<file path="src/rtl/mod_determinante_3x3_seq.sv">
// Sequential 3x3 determinant, cofactor expansion along row 0.
// One shared 8x8 multiplier, ten cycles per result, mod-256 arithmetic.
module mod_determinante_3x3_seq (
  input  logic        clk,
  input  logic        rst,
  input  logic        start,
  input  logic [71:0] matriz,
  output logic        busy,
  output logic        done,
  output logic [7:0]  resultado,
  output logic        zero
);

  typedef enum logic [1:0] {
    IDLE,
    MINOR,
    COF,
    DONE
  } state_t;

  state_t      r_state;
  state_t      w_next;
  logic [2:0]  r_step;
  logic [7:0]  r_m [0:8];
  logic [7:0]  r_mn [0:2];
  logic [7:0]  r_prod;
  logic [7:0]  r_acc;
  logic [7:0]  r_res;
  logic        r_zero;
  logic [7:0]  w_a;
  logic [7:0]  w_b;
  logic [7:0]  w_prod;
  logic [7:0]  w_sum;
  logic        w_accept;

  assign w_accept = start &&
    ((r_state == IDLE) || (r_state == DONE));

  // Low byte of the product is sign-agnostic.
  assign w_prod = w_a * w_b;
  assign w_sum  = r_acc + w_prod;

  always_ff @(posedge clk) begin
    if (rst) r_state <= IDLE;
    else     r_state <= w_next;
  end

  always_comb begin
    w_next = r_state;
    unique case (r_state)
      IDLE:  if (start) w_next = MINOR;
      MINOR: if (r_step == 3'd5) w_next = COF;
      COF:   if (r_step == 3'd2) w_next = DONE;
      DONE:  w_next = start ? MINOR : IDLE;
    endcase
  end

  always_comb begin
    w_a = '0;
    w_b = '0;
    unique case (r_state)
      MINOR: begin
        case (r_step)
          3'd0: begin w_a = r_m[4]; w_b = r_m[8]; end
          3'd1: begin w_a = r_m[5]; w_b = r_m[7]; end
          3'd2: begin w_a = r_m[3]; w_b = r_m[8]; end
          3'd3: begin w_a = r_m[5]; w_b = r_m[6]; end
          3'd4: begin w_a = r_m[3]; w_b = r_m[7]; end
          3'd5: begin w_a = r_m[4]; w_b = r_m[6]; end
          default: ;
        endcase
      end
      COF: begin
        case (r_step)
          3'd0: begin w_a = r_m[0]; w_b = r_mn[0]; end
          3'd1: begin w_a = r_m[1]; w_b = r_mn[1]; end
          3'd2: begin w_a = r_m[2]; w_b = r_mn[2]; end
          default: ;
        endcase
      end
      default: ;
    endcase
  end

  always_ff @(posedge clk) begin
    if (rst) begin
      for (int i = 0; i < 9; i++) r_m[i] <= '0;
      for (int i = 0; i < 3; i++) r_mn[i] <= '0;
      r_step <= '0;
      r_prod <= '0;
      r_acc  <= '0;
      r_res  <= '0;
      r_zero <= 1'b1;
    end else if (w_accept) begin
      for (int i = 0; i < 9; i++)
        r_m[i] <= matriz[8*i +: 8];
      r_step <= '0;
      r_acc  <= '0;
    end else begin
      unique case (r_state)
        MINOR: begin
          // Even step parks the first product, odd step forms the minor.
          if (!r_step[0]) r_prod <= w_prod;
          else r_mn[r_step[2:1]] <= r_prod - w_prod;
          r_step <= (r_step == 3'd5) ? 3'd0 : r_step + 3'd1;
        end
        COF: begin
          case (r_step)
            3'd0: r_acc <= w_prod;
            3'd1: r_acc <= r_acc - w_prod;
            3'd2: begin
              r_acc  <= w_sum;
              r_res  <= w_sum;
              r_zero <= (w_sum == 8'h00);
            end
            default: ;
          endcase
          r_step <= (r_step == 3'd2) ? 3'd0 : r_step + 3'd1;
        end
        default: ;
      endcase
    end
  end

  assign busy      = (r_state == MINOR) || (r_state == COF);
  assign done      = (r_state == DONE);
  assign resultado = r_res;
  assign zero      = r_zero;

endmodule

</file>
<file path="config.mk">
export PLATFORM = sky130hd
export DESIGN_NAME = mod_determinante_3x3_seq
export DESIGN_NICKNAME = d
export VERILOG_FILES = /design/src/rtl/mod_determinante_3x3_seq.sv
export SDC_FILE = /design/constraint.sdc
export NUM_CORES = 1
export LEC_CHECK = 0
export ABC_AREA = 1
export ABC_CLOCK_PERIOD_IN_PS = 7650
export CORE_UTILIZATION = 33
export CTS_BUF_LIST = sky130_fd_sc_hd__clkbuf_16
export CTS_CLUSTER_DIAMETER = 200
export CTS_CLUSTER_SIZE = 12
export DETAILED_ROUTE_END_ITERATION = 8
export HOLD_SLACK_MARGIN = 0.03
export PLACE_DENSITY = 0.5
export SETUP_SLACK_MARGIN = 0.15
export SLEW_MARGIN = 25
export SYNTH_ARGS = -nofsm -noshare
export SYNTH_HDL_FRONTEND = slang
export SYNTH_SLANG_ARGS = --single-unit
</file>
<file path="constraint.sdc">
create_clock -name clk -period 7.65 [get_ports clk]
set_input_delay 1.53 -clock clk [delete_from_list [all_inputs] [get_ports clk]]
set_output_delay 1.53 -clock clk [all_outputs]
set_load 0.005 [all_outputs]
</file>
==> results.json <==
{
  "path_delay_family": "simple AND/OR/NAND/NOR gates",
  "synth_top_area_frac": 0.367,
  "synthDistinctLibCells": 47,
  "synthToLayoutAreaGrowth_pct": 21.6,
  "clk_pin_slew_ps": 60,
  "start_util": 0.336,
  "worstSetupStartpointType": "register",
  "reg2regPathDepth": 32,
  "setup_viol_count_final": 0,
  "crit_start": "r_step[0]$_SDFFE_PP0N_",
  "cts_sinks": 126,
  "synth_area_per_cell_sq_um": 8.31,
  "detail-route-antenna-nets": 0,
  "fp-row-count": 56,
  "fmax_mhz": 158,
  "cts_tree": "yes",
  "max-slew-margin-rel": 0.318,
  "cts_resized": 0,
  "synth-async-reset-ratio": 0,
  "timing.rr.end": "r_mn[2][7]$_SDFFCE_PN0P_",
  "wl_per_cell_um": 14.7,
  "place.gp.congestion": 0.859,
  "syn_nets": 1078,
  "crit_arrival_ps": 6590,
  "max-cap-violations": 0,
  "worstMarginPinSlew_ps": 1020,
  "critPathKind": "register to register",
  "path_depth": 32,
  "grt_max_degree": 73,
  "clk_root_buffer_cell": "clkbuf_16",
  "clk_latency_ps": 420,
  "dieArea_sq_um": 24400,
  "core_region_area_sq_um": 23400,
  "critPathBufInv": 7,
  "r2r-start": "r_step[0]$_SDFFE_PP0N_",
  "io_pins": 86,
  "drt-total-wl_um": 20000,
  "grt_usage": 0.173,
  "routed_via_density": 4.65,
  "ys_seq_area_frac": 0.443,
  "vias": 6320,
  "dr.pass1.iters": 4,
  "total_leakage_power_nw": 4.28,
  "numPortBuffers": 85,
  "critPathMaxStageDelay_ps": 570,
  "setup_tns_ps": 0,
  "synth_edf_count": 96,
  "yosysTopAreaCell": "edfxtp_1",
  "syn_inst": 946,
  "r2r_setup_slack_ps": 1310,
  "drtIter0Drc": 312,
  "grt_pass1_wl_um": 31800,
  "fillers": 2455,
  "status": "complete, no violations",
  "drive_gt1_frac": 0.0818,
  "synth_seq_cells": 126,
  "skew_ps": 11.5,
  "synthTopCellsByArea": "edfxtp_1 37%, nand2_1 8.6%, dfxtp_1 7.6%",
  "die_y_um": 156,
  "grt_setup_unrepaired": "no",
  "die_x_um": 156,
  "cts_buffers": 17,
  "p_total_mw": 2.79,
  "ys.flop_type": "edfxtp_1",
  "cp_common_cell": "nand2_1",
  "post_cts_buffers": 0,
  "critPathRequiredTime_ps": 7900,
  "hold_viol": 0,
  "cts_buffer_depth": 2,
  "grt_pass1_vias": 6094,
  "dp_hpwl_um": 14900,
  "maxSlewViolCount": 0,
  "fin_nets": 1158,
  "ys_warn_count": 0,
  "peakVddDrop_uv": 140,
  "endpoint_kind": "register",
  "multi_input_area_sq_um": 3560,
  "endpoint": "r_mn[2][7]$_SDFFCE_PN0P_",
  "seq_area_sq_um": 3480,
  "worst_path_max_delay_cell": "dfxtp_1",
  "h-tree-depth": 4,
  "power.density_nw_per_um2": 292,
  "grt.overflow.total": 0,
  "antenna_cells": 0,
  "route.detailed.drc": 0,
  "syn_area_sq_um": 7860,
  "hold_class": "register to register",
  "cp_max_fo": 21,
  "timing.final.crit_period_ps": 6340,
  "cts_hold_buf": 0,
  "antenna_found_initial": 0,
  "fin_crit_sh": 0.829
}
-- stage by stage --
step	hold WS (ps)	utilization	std cells	cell area [sq um]	setup slack, ps
5_1_grt	507	0.408	1358	9560	768
3_3_place_gp	457	0.383	1326	8970	1390
6_report	475	0.408	1358	9560	1310
4_1_cts	476	0.408	1358	9560	1270
3_5_place_dp	468	0.383	1326	8970	1310
2_1_floorplan	445	-	946	7860	2220
-- layer usage --
metal,global-route usage,vias to the layer above,share of wire
li1,-,3207,-
met1,0.227,2922,0.47
met2,0.287,168,0.47
met3,0.0294,23,0.043
met4,0.0607,0,0.018
met5,0,-,0
-- logic make-up (layout without fill, tap and decap cells) --
logic type | after synthesis | after routing | share of synthesized area
xor gates and xnor gates | 17 | 17 | 0.0189
DFF | 126 | 126 | 0.443
AOI/OAI and AO/OA | 95 | 95 | 0.0693
and+or+nand+nor | 456 | 456 | 0.259
adders and majority gates | 57 | 57 | 0.105
buffers and inverters | 195 | 288 | 0.104
-- sequential cells by signal (all words and copies together) (netlist names) --
register / count
r_m: 72
r_prod: 8
resultado: 8
r_mn: 24
zero: 1
r_acc: 8
r_step: 3
r_state: 2
-- cells in the final DEF (no fill, tap or decap), drive strengths merged --
| cell | count |
|---|---|
| a21o | 1 |
| a21oi | 45 |
| a221oi | 1 |
| a22o | 2 |
| a31oi | 2 |
| buf | 5 |
| bufinv | 2 |
| clkbuf | 17 |
| clkdlybuf4s50 | 85 |
| clkinv | 8 |
| clkinvlp | 3 |
| dfxtp | 30 |
| edfxtp | 96 |
| fa | 15 |
| ha | 42 |
| inv | 168 |
| nand2 | 209 |
| nand3 | 71 |
| nand3b | 2 |
| nand4 | 23 |
| nor2 | 146 |
| nor3 | 2 |
| o2111ai | 2 |
| o211ai | 5 |
| o21a | 1 |
| o21ai | 26 |
| o21bai | 4 |
| o221ai | 2 |
| o22ai | 2 |
| o31ai | 2 |
| or2 | 3 |
| xnor2 | 8 |
| xor2 | 9 |
-- power by group --
group	internal (mW)	switching [mW]	total, mW
clock network	0.484	0.331	0.815
registers	0.914	0.0811	0.995
logic	0.308	0.677	0.985
-- cell usage after synthesis (2+ instances only) --
cell type and count:
inv_2 4, nand2_4 5, edfxtp_1 96, clkinv_1 2
o21bai_1 4, buf_6 5, o211ai_1 4, inv_1 157
xor2_1 9, buf_2 8, clkbuf_1 12, buf_4 2
o2111ai_1 2, a31oi_1 2, or2_2 2, nand3_1 66
nand2_1 180, nand2_2 23, nor3_1 2, ha_1 42
nand3_2 5, o21ai_0 26, xnor2_1 8, nand4_1 23
dfxtp_1 30, a21oi_1 45, o221ai_1 2, nor2_1 143
nand3b_1 2, o22ai_1 2, fa_1 15, a22o_1 2
o31ai_1 2
-- how the worst min path moves through the flow --
stage / start / to / slack, ps / cells past startpoint
after floorplan: r_prod[0]$_SDFFE_PP0P_ / r_prod[0]$_SDFFE_PP0P_ / 440 / 2
after global placement: r_prod[0]$_SDFFE_PP0P_ / r_prod[0]$_SDFFE_PP0P_ / 460 / 2
after detailed placement: r_prod[0]$_SDFFE_PP0P_ / r_prod[0]$_SDFFE_PP0P_ / 470 / 2
after CTS: r_prod[0]$_SDFFE_PP0P_ / r_prod[0]$_SDFFE_PP0P_ / 480 / 2
after global routing: zero$_SDFFE_PP1P_ / zero$_SDFFE_PP1P_ / 510 / 2
final: r_prod[0]$_SDFFE_PP0P_ / r_prod[0]$_SDFFE_PP0P_ / 470 / 2
-- worst reg2reg max path: cells and delay by family (launching register included) --
kind                     cells  cell delay (ps)
flip-flops                   1              570
AO/OA/AOI/OAI                2              440
AND/OR/NAND/NOR             18             2350
buffers and inverters        7              620
adder cells (fa/ha/maj)      5             2200
-- cell type report --
| cell class | count | area share |
|---|---|---|
| well taps | 319 | 0.0418 |
| repair buffers | 90 | 0.0929 |
| clock buffers | 17 | 0.0445 |
| clock inverters | 15 | 0.0171 |
| inverters | 166 | 0.0668 |
| flip-flops and latches | 126 | 0.364 |
| multi-input cells | 625 | 0.372 |
No activity file was read; power rests on OpenSTA's default activity.
